$ cat src/rtl/pmod_ad1_pkg.sv
// Shared types and AD7476A frame constants for the PmodAD1 sampler.
package pmod_ad1_pkg;
  typedef enum logic [2:0] {IDLE, CS_SETUP, SHIFT, CS_HOLD, QUIET} state_e;

  localparam int AD7476_FRAME_BITS = 16;
  localparam int AD7476_DATA_W     = 12;
endpackage

$ cat src/rtl/pmod_ad1_sampler_spi_tick_gen.sv
// SPI half-period tick generator: one-cycle tick every DIV clocks.
// A restart re-phases the divider so the first tick lands DIV+1 cycles later.
module spi_tick_gen #(
  parameter int DIV = 5
) (
  input  logic clk,
  input  logic rst_n,
  input  logic restart,
  output logic tick
);
  localparam int CNT_W = (DIV > 1) ? $clog2(DIV) : 1;

  logic [CNT_W-1:0] cnt_reg;
  logic             tick_reg;

  always_ff @(posedge clk or negedge rst_n) begin
    if (!rst_n) begin
      cnt_reg  <= '0;
      tick_reg <= 1'b0;
    end else if (restart) begin
      cnt_reg  <= '0;
      tick_reg <= 1'b0;
    end else begin
      tick_reg <= (cnt_reg == CNT_W'(DIV - 1));
      cnt_reg  <= (cnt_reg == CNT_W'(DIV - 1)) ? '0 : cnt_reg + 1'b1;
    end
  end

  assign tick = tick_reg;
endmodule

$ cat src/rtl/pmod_ad1_sampler.sv
// Multi-channel PmodAD1 (AD7476A) sampler: shared ~CS/SCLK, parallel capture,
// single-shot or timer-paced frames, results delivered on a valid/ready stream.
module pmod_ad1_sampler
  import pmod_ad1_pkg::*;
#(
  parameter int CLK_FREQ   = 125_000_000,
  parameter int SPI_FREQ   = 12_500_000,
  parameter int NUM_CH     = 2,
  parameter int FRAME_BITS = AD7476_FRAME_BITS,
  parameter int DATA_W     = AD7476_DATA_W,
  parameter int SAMPLE_DIV = 2500,
  parameter int QUIET_CYC  = 8
) (
  input  logic                     clk,
  input  logic                     rst_n,
  output logic                     ad_cs_n,
  output logic                     ad_sclk,
  input  logic [NUM_CH-1:0]        ad_d,
  input  logic                     enable,
  input  logic                     mode,
  input  logic                     start_conv,
  output logic                     busy,
  output logic [NUM_CH*DATA_W-1:0] sample_data,
  output logic                     sample_valid,
  input  logic                     sample_ready,
  output logic [NUM_CH-1:0]        frame_err,
  output logic                     overrun,
  input  logic                     clr_overrun
);
  localparam int CLK_DIV = CLK_FREQ / (2 * SPI_FREQ);
  localparam int BIT_W   = $clog2(FRAME_BITS + 1);
  localparam int TMR_W   = $clog2(SAMPLE_DIV);
  localparam int QW      = $clog2(QUIET_CYC + 1);

  state_e              state_reg;
  logic [BIT_W-1:0]    bit_cnt_reg;
  logic [QW-1:0]       quiet_cnt_reg;
  logic [TMR_W-1:0]    timer_reg;
  logic                cs_n_reg, sclk_reg, busy_reg, cont_reg;
  logic                valid_reg, overrun_reg;
  logic [NUM_CH*DATA_W-1:0] data_reg;
  logic [NUM_CH-1:0]   err_reg;
  logic [FRAME_BITS-1:0] ch_frame [NUM_CH];

  logic tick, timer_tc, launch, shift_en, frame_load;

  assign timer_tc   = (timer_reg == TMR_W'(SAMPLE_DIV - 1));
  assign launch     = (state_reg == IDLE) && enable && (mode ? timer_tc : start_conv);
  assign shift_en   = (state_reg == SHIFT) && tick && !sclk_reg;
  assign frame_load = (state_reg == CS_HOLD) && tick;

  spi_tick_gen #(.DIV(CLK_DIV)) u_tick (
    .clk     (clk),
    .rst_n   (rst_n),
    .restart (launch),
    .tick    (tick)
  );

  always_ff @(posedge clk or negedge rst_n) begin
    if (!rst_n) begin
      state_reg     <= IDLE;
      bit_cnt_reg   <= '0;
      quiet_cnt_reg <= '0;
      cs_n_reg      <= 1'b1;
      sclk_reg      <= 1'b0;
      busy_reg      <= 1'b0;
      cont_reg      <= 1'b0;
    end else begin
      case (state_reg)
        IDLE: if (launch) begin
          state_reg   <= CS_SETUP;
          busy_reg    <= 1'b1;
          cont_reg    <= mode;
          bit_cnt_reg <= '0;
        end
        CS_SETUP: begin
          cs_n_reg <= 1'b0;
          if (tick) state_reg <= SHIFT;
        end
        SHIFT: if (tick) begin
          if (!sclk_reg) begin
            sclk_reg    <= 1'b1;
            bit_cnt_reg <= bit_cnt_reg + 1'b1;
          end else begin
            sclk_reg <= 1'b0;
            if (bit_cnt_reg == BIT_W'(FRAME_BITS)) state_reg <= CS_HOLD;
          end
        end
        CS_HOLD: if (tick) begin
          cs_n_reg      <= 1'b1;
          quiet_cnt_reg <= '0;
          state_reg     <= QUIET;
        end
        QUIET: begin
          if (quiet_cnt_reg == QW'(QUIET_CYC - 1)) begin
            state_reg <= IDLE;
            busy_reg  <= 1'b0;
          end else begin
            quiet_cnt_reg <= quiet_cnt_reg + 1'b1;
          end
        end
        default: state_reg <= IDLE;
      endcase
    end
  end

  // Pacing timer free-runs while enabled; launches only happen from IDLE.
  always_ff @(posedge clk or negedge rst_n) begin
    if (!rst_n)             timer_reg <= '0;
    else if (!enable)       timer_reg <= '0;
    else if (timer_tc)      timer_reg <= '0;
    else                    timer_reg <= timer_reg + 1'b1;
  end

  for (genvar gi = 0; gi < NUM_CH; gi++) begin : g_ch
    logic [FRAME_BITS-1:0] shift_reg;
    always_ff @(posedge clk or negedge rst_n) begin
      if (!rst_n)        shift_reg <= '0;
      else if (shift_en) shift_reg <= {shift_reg[FRAME_BITS-2:0], ad_d[gi]};
    end
    assign ch_frame[gi] = shift_reg;
  end

  // A completed frame always replaces the word; overrun flags a lost one.
  always_ff @(posedge clk or negedge rst_n) begin
    if (!rst_n) begin
      data_reg    <= '0;
      err_reg     <= '0;
      valid_reg   <= 1'b0;
      overrun_reg <= 1'b0;
    end else begin
      if (frame_load) begin
        for (int n = 0; n < NUM_CH; n++) begin
          data_reg[n*DATA_W +: DATA_W] <= ch_frame[n][DATA_W-1:0];
          err_reg[n] <= |ch_frame[n][FRAME_BITS-1:DATA_W];
        end
        valid_reg <= 1'b1;
      end else if (valid_reg && sample_ready) begin
        valid_reg <= 1'b0;
      end
      overrun_reg <= (frame_load && valid_reg && !sample_ready) ||
                     (overrun_reg && !clr_overrun);
    end
  end

  a_no_tc_while_busy: assert property (@(posedge clk) disable iff (!rst_n)
    !(timer_tc && busy_reg && cont_reg));

  assign ad_cs_n      = cs_n_reg;
  assign ad_sclk      = sclk_reg;
  assign busy         = busy_reg;
  assign sample_data  = data_reg;
  assign frame_err    = err_reg;
  assign sample_valid = valid_reg;
  assign overrun      = overrun_reg;
endmodule

$ cat config.mk
export PLATFORM = sky130hd
export DESIGN_NAME = pmod_ad1_sampler
export DESIGN_NICKNAME = d
export VERILOG_FILES = /design/src/rtl/pmod_ad1_pkg.sv /design/src/rtl/pmod_ad1_sampler_spi_tick_gen.sv /design/src/rtl/pmod_ad1_sampler.sv
export SDC_FILE = /design/constraint.sdc
export NUM_CORES = 1
export LEC_CHECK = 0
export CAP_MARGIN = 5
export CELL_PAD_IN_SITES_DETAIL_PLACEMENT = 0
export CELL_PAD_IN_SITES_GLOBAL_PLACEMENT = 1
export CORE_MARGIN = 2
export CORE_UTILIZATION = 36
export CTS_BUF_LIST = sky130_fd_sc_hd__clkbuf_16
export DETAILED_ROUTE_END_ITERATION = 7
export PLACE_DENSITY_LB_ADDON = 0.1
export SETUP_SLACK_MARGIN = 0.05
export SYNTH_ARGS = -nofsm -noshare
export SYNTH_HDL_FRONTEND = slang
export SYNTH_SLANG_ARGS = --single-unit
$ cat constraint.sdc
create_clock -name clk -period 3.5 [get_ports clk]
set_input_delay 0.7 -clock clk [delete_from_list [all_inputs] [get_ports clk]]
set_output_delay 0.7 -clock clk [all_outputs]
set_load 0.005 [all_outputs]
==> results of run 1 <==
-- metrics by stage --
stage / setup slack (ns) / instances / hold slack (ns) / total power, uW / area, um2
after global routing: 1.33 / 531 / 0.501 / 2810 / 4640
after global placement: 1.39 / 516 / 0.462 / 1720 / 4350
final: 1.45 / 531 / 0.436 / 2660 / 4640
after floorplan: 1.93 / 352 / 0.404 / 1550 / 3840
after detailed placement: 1.37 / 516 / 0.467 / 1730 / 4350
after CTS: 1.43 / 531 / 0.468 / 2710 / 4640
-- layout by cell type, fill, tap and decap left out, drive strengths merged, types with 3 or more instances in the layout --
| master | n |
|---|---|
| a21oi | 5 |
| o21ai | 6 |
| clkbuf | 9 |
| nor2 | 17 |
| ha | 6 |
| dfrtp | 90 |
| inv | 8 |
| nand3 | 10 |
| nor3b | 3 |
| xor2 | 10 |
| mux2 | 24 |
| clkdlybuf4s50 | 38 |
| and4 | 3 |
| nor4 | 4 |
| mux2i | 3 |
| and3 | 4 |
| o211ai | 4 |
| nand4 | 3 |
| nand2 | 117 |
| xnor2 | 4 |
| buf | 3 |
-- worst paths after layout --
path                                    from                 to  slack, ns  depth (start not counted)
max                                  ad_cs_n            ad_cs_n       1.45                          1
min                                    rst_n  u_tick.cnt_reg[0]       0.44                          1
max reg2reg                     state_reg[0]     bit_cnt_reg[0]       1.53                          4
min reg2reg                u_tick.cnt_reg[0]  u_tick.cnt_reg[0]       0.47                          1
max in group asynchronous              rst_n            ad_cs_n       2.37                          2
min in group clk           u_tick.cnt_reg[0]  u_tick.cnt_reg[0]       0.47                          1
-- cell type report --
class / instances / area [um2]
repair buffers: 41 / 415
well taps: 136 / 170
multi-input cells: 241 / 1460
flip-flops and latches: 91 / 2280
clock inverters: 6 / 66.3
inverters: 7 / 26.3
fillers: 991 / 5690
clock buffers: 9 / 225
-- power by group through the flow --
stage                     logic, uW  registers [uW]  clock network [uW]
after global placement          404            1320                   0
after detailed placement        416            1320                   0
final                           407            1300                 955
after CTS                       418            1300                 990
after global routing            461            1320                1030
after floorplan                 262            1290                   0
-- cell families (layout without fill, tap and decap cells) --
kind of cell	after synthesis	after routing	share of synthesized area
flops	91	91	0.593
buf+inv	20	63	0.0283
simple gates	172	172	0.207
compound gates	22	22	0.0417
xor+xnor	14	14	0.0319
mux	27	27	0.0782
fa+ha+maj	6	6	0.0195
-- routing by layer --
| layer | part of all wire | track usage | wire length (um) | vias to the layer above |
|---|---|---|---|---|
| met2 | 0.47 | 0.215 | 3340 | 35 |
| met5 | 0 | 0 | 0 | - |
| li1 | - | - | - | 1238 |
| met4 | 0.014 | 0.0529 | 102 | 0 |
| met1 | 0.48 | 0.181 | 3440 | 1253 |
| met3 | 0.033 | 0.0393 | 234 | 8 |
==> results.yml, run 1 <==
detailed_routing:
  post_drt_via_cell_ratio: 4.77
  drt_iter0_markers: 75
  ant_nets: 0
  avgRoutedWirePerCell_um: 13.4
  drc: 0
  first_pass_iters: 4
  dr_total_vias: 2534
  wl_um: 7110
yosys:
  avgSynthCellArea_um2: 10.9
  yosysWarnings: 0
  synth_top_area_share: 0.586
  synthCells: 352
  ys_async_sr_fraction: 1.00
  ys_seq_area_frac: 0.593
  yosys-top-cells-area: "dfrtp_1, nand2_1, mux2_2"
  synth.cell_area_um2: 3840
  synth.most_common_cell: "nand2_1"
  ys_ff_latch: 91
  synth-edff-count: 0
  ys_types: 43
  yosysTopAreaCell: "dfrtp_1"
  dominantRegCellSynth: "dfrtp_1"
  yosys-top-cells-count: "nand2_1, dfrtp_1, mux2_2, nor2_1"
  synth_nets: 367
worst_setup_path:
  crit_family: "flip-flops"
  crit_path_max_incr_delay_ns: 0.53
  slowest_stage: "dfstp_2"
  worst-setup-path-type: "register to output pin"
  crit_chain: "clkdlybuf4s50_1"
  path_buf_inv: 1
  crit_path_end_kind: "output pin"
  cp_max_fo: 2
  cp-start-kind: "register"
  cp_data_required_time_ns: 2.80
  cp.arrival_ns: 1.35
pwr:
  p_comb_frac: 0.153
  pwr-share-clk: 0.359
  ir_drop_uv: 285
  p_seq_frac: 0.488
  leakage_uw: 0.00225
  switching_share: 0.269
  pwr_density_cell_nw_per_um2: 573
  p_int_uw: 1940
  p_sw_uw: 716
global_routing:
  grt_max_degree: 60
  globalRouteOverflowTotal: 0
  grt_pass1_vias: 2601
  grt_pass1_wl_um: 12400
  antenna_found_initial: 0
  grt_use_total: 0.138
floorplanning:
  fp.dieW_um: 107
  coreArea_um2: 10300
  chipHeight_um: 107
  die_area_um2: 11500
  ios: 40
  rows: 37
  initial_core_util: 0.372
clock_network:
  cts-root-buf: "clkbuf_16"
  h-tree-depth: 3
  path_clk_slew_ns: 0.06
  cts_setup_buffers: 0
  ctsResizeCount: 0
  cts_tree: "built"
  cts.sinks: 91
  numCtsBuffers: 9
  clk-insertion-delay-late_ns: 0.34
  holdBufCountCts: 0
  cts_buffer_depth: 2
timing:
  hold_violations: 0
  worst_slew_pin_slew_ns: 0.804
  post-route-period-util: 0.585
  tns_ns: 0
  slew_headroom: 0.461
  grt_setup_unrepaired: "false"
  finalCriticalPeriod_ns: 2.05
  finalMaxSlewViolations: 0
  setup_viol: 0
  clock_skew_ns: 0.0105
  fmax_ghz: 0.489
run:
  maxCapViolations: 0
placement:
  place_hpwl_um: 4520
  port_buffers: 39
  gp_congestion: 0.770
outcome:
  status: "finished clean"
final_layout:
  syn2layout_area_growth_pct: 20.7
  drive_gt1_frac: 0.137
  largest_register_ffs: 32
  diodes: 0
  final_util: 0.449
  nets: 406
worst_hold_path:
  hp-class: "input pin to asynchronous set/reset pin"
Note: power is estimated with default switching activity, not from simulation.
==> run 2: changes to the inputs <==
==> constraint.sdc (replaced) <==
create_clock -name clk -period 1.97 [get_ports clk]
set_input_delay 0.394 -clock clk [delete_from_list [all_inputs] [get_ports clk]]
set_output_delay 0.394 -clock clk [all_outputs]
set_load 0.005 [all_outputs]
==> run 2 against run 1 <==
  * Power up 74%
  * First-iteration DRC count down 19%
  * Core utilization grew 0.58 points
  * Critical endpoint unchanged
  * Largest power group unchanged
==> results.yml, run 2 (same netlist as run 1, synthesis figures left out) <==
outcome:
  status: "finished clean"
timing:
  finalMaxSlewViolations: 0
  post-route-period-util: 0.882
  clock_skew_ns: 0.00841
  grt_setup_unrepaired: "false"
  fmax_ghz: 0.576
  hold_violations: 0
  slew_headroom: 0.742
  worst_slew_pin_slew_ns: 0.384
  tns_ns: 0
  setup_viol: 0
  finalCriticalPeriod_ns: 1.74
final_layout:
  drive_gt1_frac: 0.153
  layout_common_cells: "nand2_1, dfrtp_1, clkdlybuf4s50_1, mux2_2, nor2_1"
  final_util: 0.455
  nets: 414
  stdcell_count: 540
  largest_register_ffs: 32
  syn2layout_area_growth_pct: 22.2
  diodes: 0
  layout_commonest_cell: "nand2_1"
worst_setup_path:
  cp.arrival_ns: 1.34
  crit_chain: "clkdlybuf4s50_1"
  path_buf_inv: 1
  slowest_stage: "dfstp_2"
  cp_data_required_time_ns: 1.58
  cp_max_fo: 2
  crit_path_max_incr_delay_ns: 0.53
  cp-start-kind: "register"
  worst-setup-path-type: "register to output pin"
  crit_path_end_kind: "output pin"
  crit_family: "flip-flops"
global_routing:
  antenna_found_initial: 0
  grt_use_met2: 0.230
  grt_use_total: 0.141
  globalRouteOverflowTotal: 0
  grt_pass1_wl_um: 12700
  busiest_layer: "met2"
  use_met1: 0.174
  grt_pass1_vias: 2686
  met3_usage: 0.0448
  grt_max_degree: 45
placement:
  port_buffers: 39
  gp_congestion: 0.755
  place_hpwl_um: 4710
  dp.cells: 523
clock_network:
  h-tree-depth: 3
  holdBufCountCts: 1
  cts-root-buf: "clkbuf_16"
  clk-insertion-delay-late_ns: 0.34
  numCtsBuffers: 9
  cts_buffer_depth: 2
  ctsResizeCount: 0
  cts.sinks: 91
  path_clk_slew_ns: 0.06
  cts_setup_buffers: 0
  cts_tree: "built"
pwr:
  pwr_density_cell_nw_per_um2: 986
  leakage_uw: 0.00229
  ir_drop_uv: 517
detailed_routing:
  avgRoutedWirePerCell_um: 13.3
  first_pass_iters: 4
  wl_um: 7180
  drt_iter0_markers: 61
  drc: 0
  dr_total_vias: 2563
  post_drt_via_cell_ratio: 4.75
  ant_nets: 0
floorplanning:
  ios: 40
  coreArea_um2: 10300
  chipHeight_um: 107
  initial_core_util: 0.372
  die_area_um2: 11500
  rows: 37
  fp.dieW_um: 107
worst_hold_path:
  hp-class: "register to register"
run:
  maxCapViolations: 0
run 2: cell types whose count changed in the layout (fill, tap and decap cells not counted), sizes merged:
cell         delta
clkinvlp        -1
buf             +7
inv             +1
clkinv          +2
dlygate4sd3     +1
bufinv          -1
run 2: final cells by class:
cell class | instances | area (um2)
fill | 988 | 5630
sequential | 91 | 2280
multi-input combinational | 241 | 1460
timing repair buffer | 49 | 490
clock buffer | 9 | 225
tap | 136 | 170
clock inverter | 7 | 51.3
inverter | 7 | 26.3
run 2: path summary, 6_finish.rpt:
kind / from / end / slack, ns / cells after the start
min in group asynchronous: rst_n / sample_valid / 0.52 / 2
max in group asynchronous: rst_n / g_ch[0].shift_reg[8] / 0.90 / 3
max: ad_cs_n / ad_cs_n / 0.23 / 1
max reg2reg: timer_reg[0] / state_reg[0] / 0.26 / 5
min: u_tick.cnt_reg[0] / u_tick.cnt_reg[0] / 0.47 / 1
min reg2reg: u_tick.cnt_reg[0] / u_tick.cnt_reg[0] / 0.47 / 1
run 2: where the power goes:
| part | internal (uW) | switching (uW) | leakage [uW] | total, uW |
|---|---|---|---|---|
| combinational | 386 | 353 | 0.000918 | 738 |
| sequential | 2110 | 198 | 0.00124 | 2300 |
| clock | 861 | 726 | 0.000134 | 1590 |
run 2: per-stage QoR:
step / setup slack, ns / hold slack [ns] / total power [uW] / area, um2
6_report: 0.233 / 0.473 / 4630 / 4700
5_1_grt: 0.177 / 0.514 / 4940 / 4700
4_1_cts: 0.212 / 0.478 / 4720 / 4700
3_5_place_dp: 0.134 / 0.350 / 3090 / 4410
3_3_place_gp: 0.157 / 0.350 / 3080 / 4410
2_1_floorplan: 0.395 / 0.0984 / 2760 / 3840
run 2: worst reg2reg max path, stage by stage (launching register included):
cell and delay, ns:
dfrtp_1 0.41, ha_1 0.28, and4_4 0.19, a41oi_4 0.30
nor2_4 0.10, o31a_2 0.33
run 2: per-layer routing:
layer / up-vias / part of all wire
met5: - / 0
met4: 0 / 0.015
met3: 9 / 0.048
met2: 41 / 0.46
met1: 1254 / 0.47
li1: 1259 / -
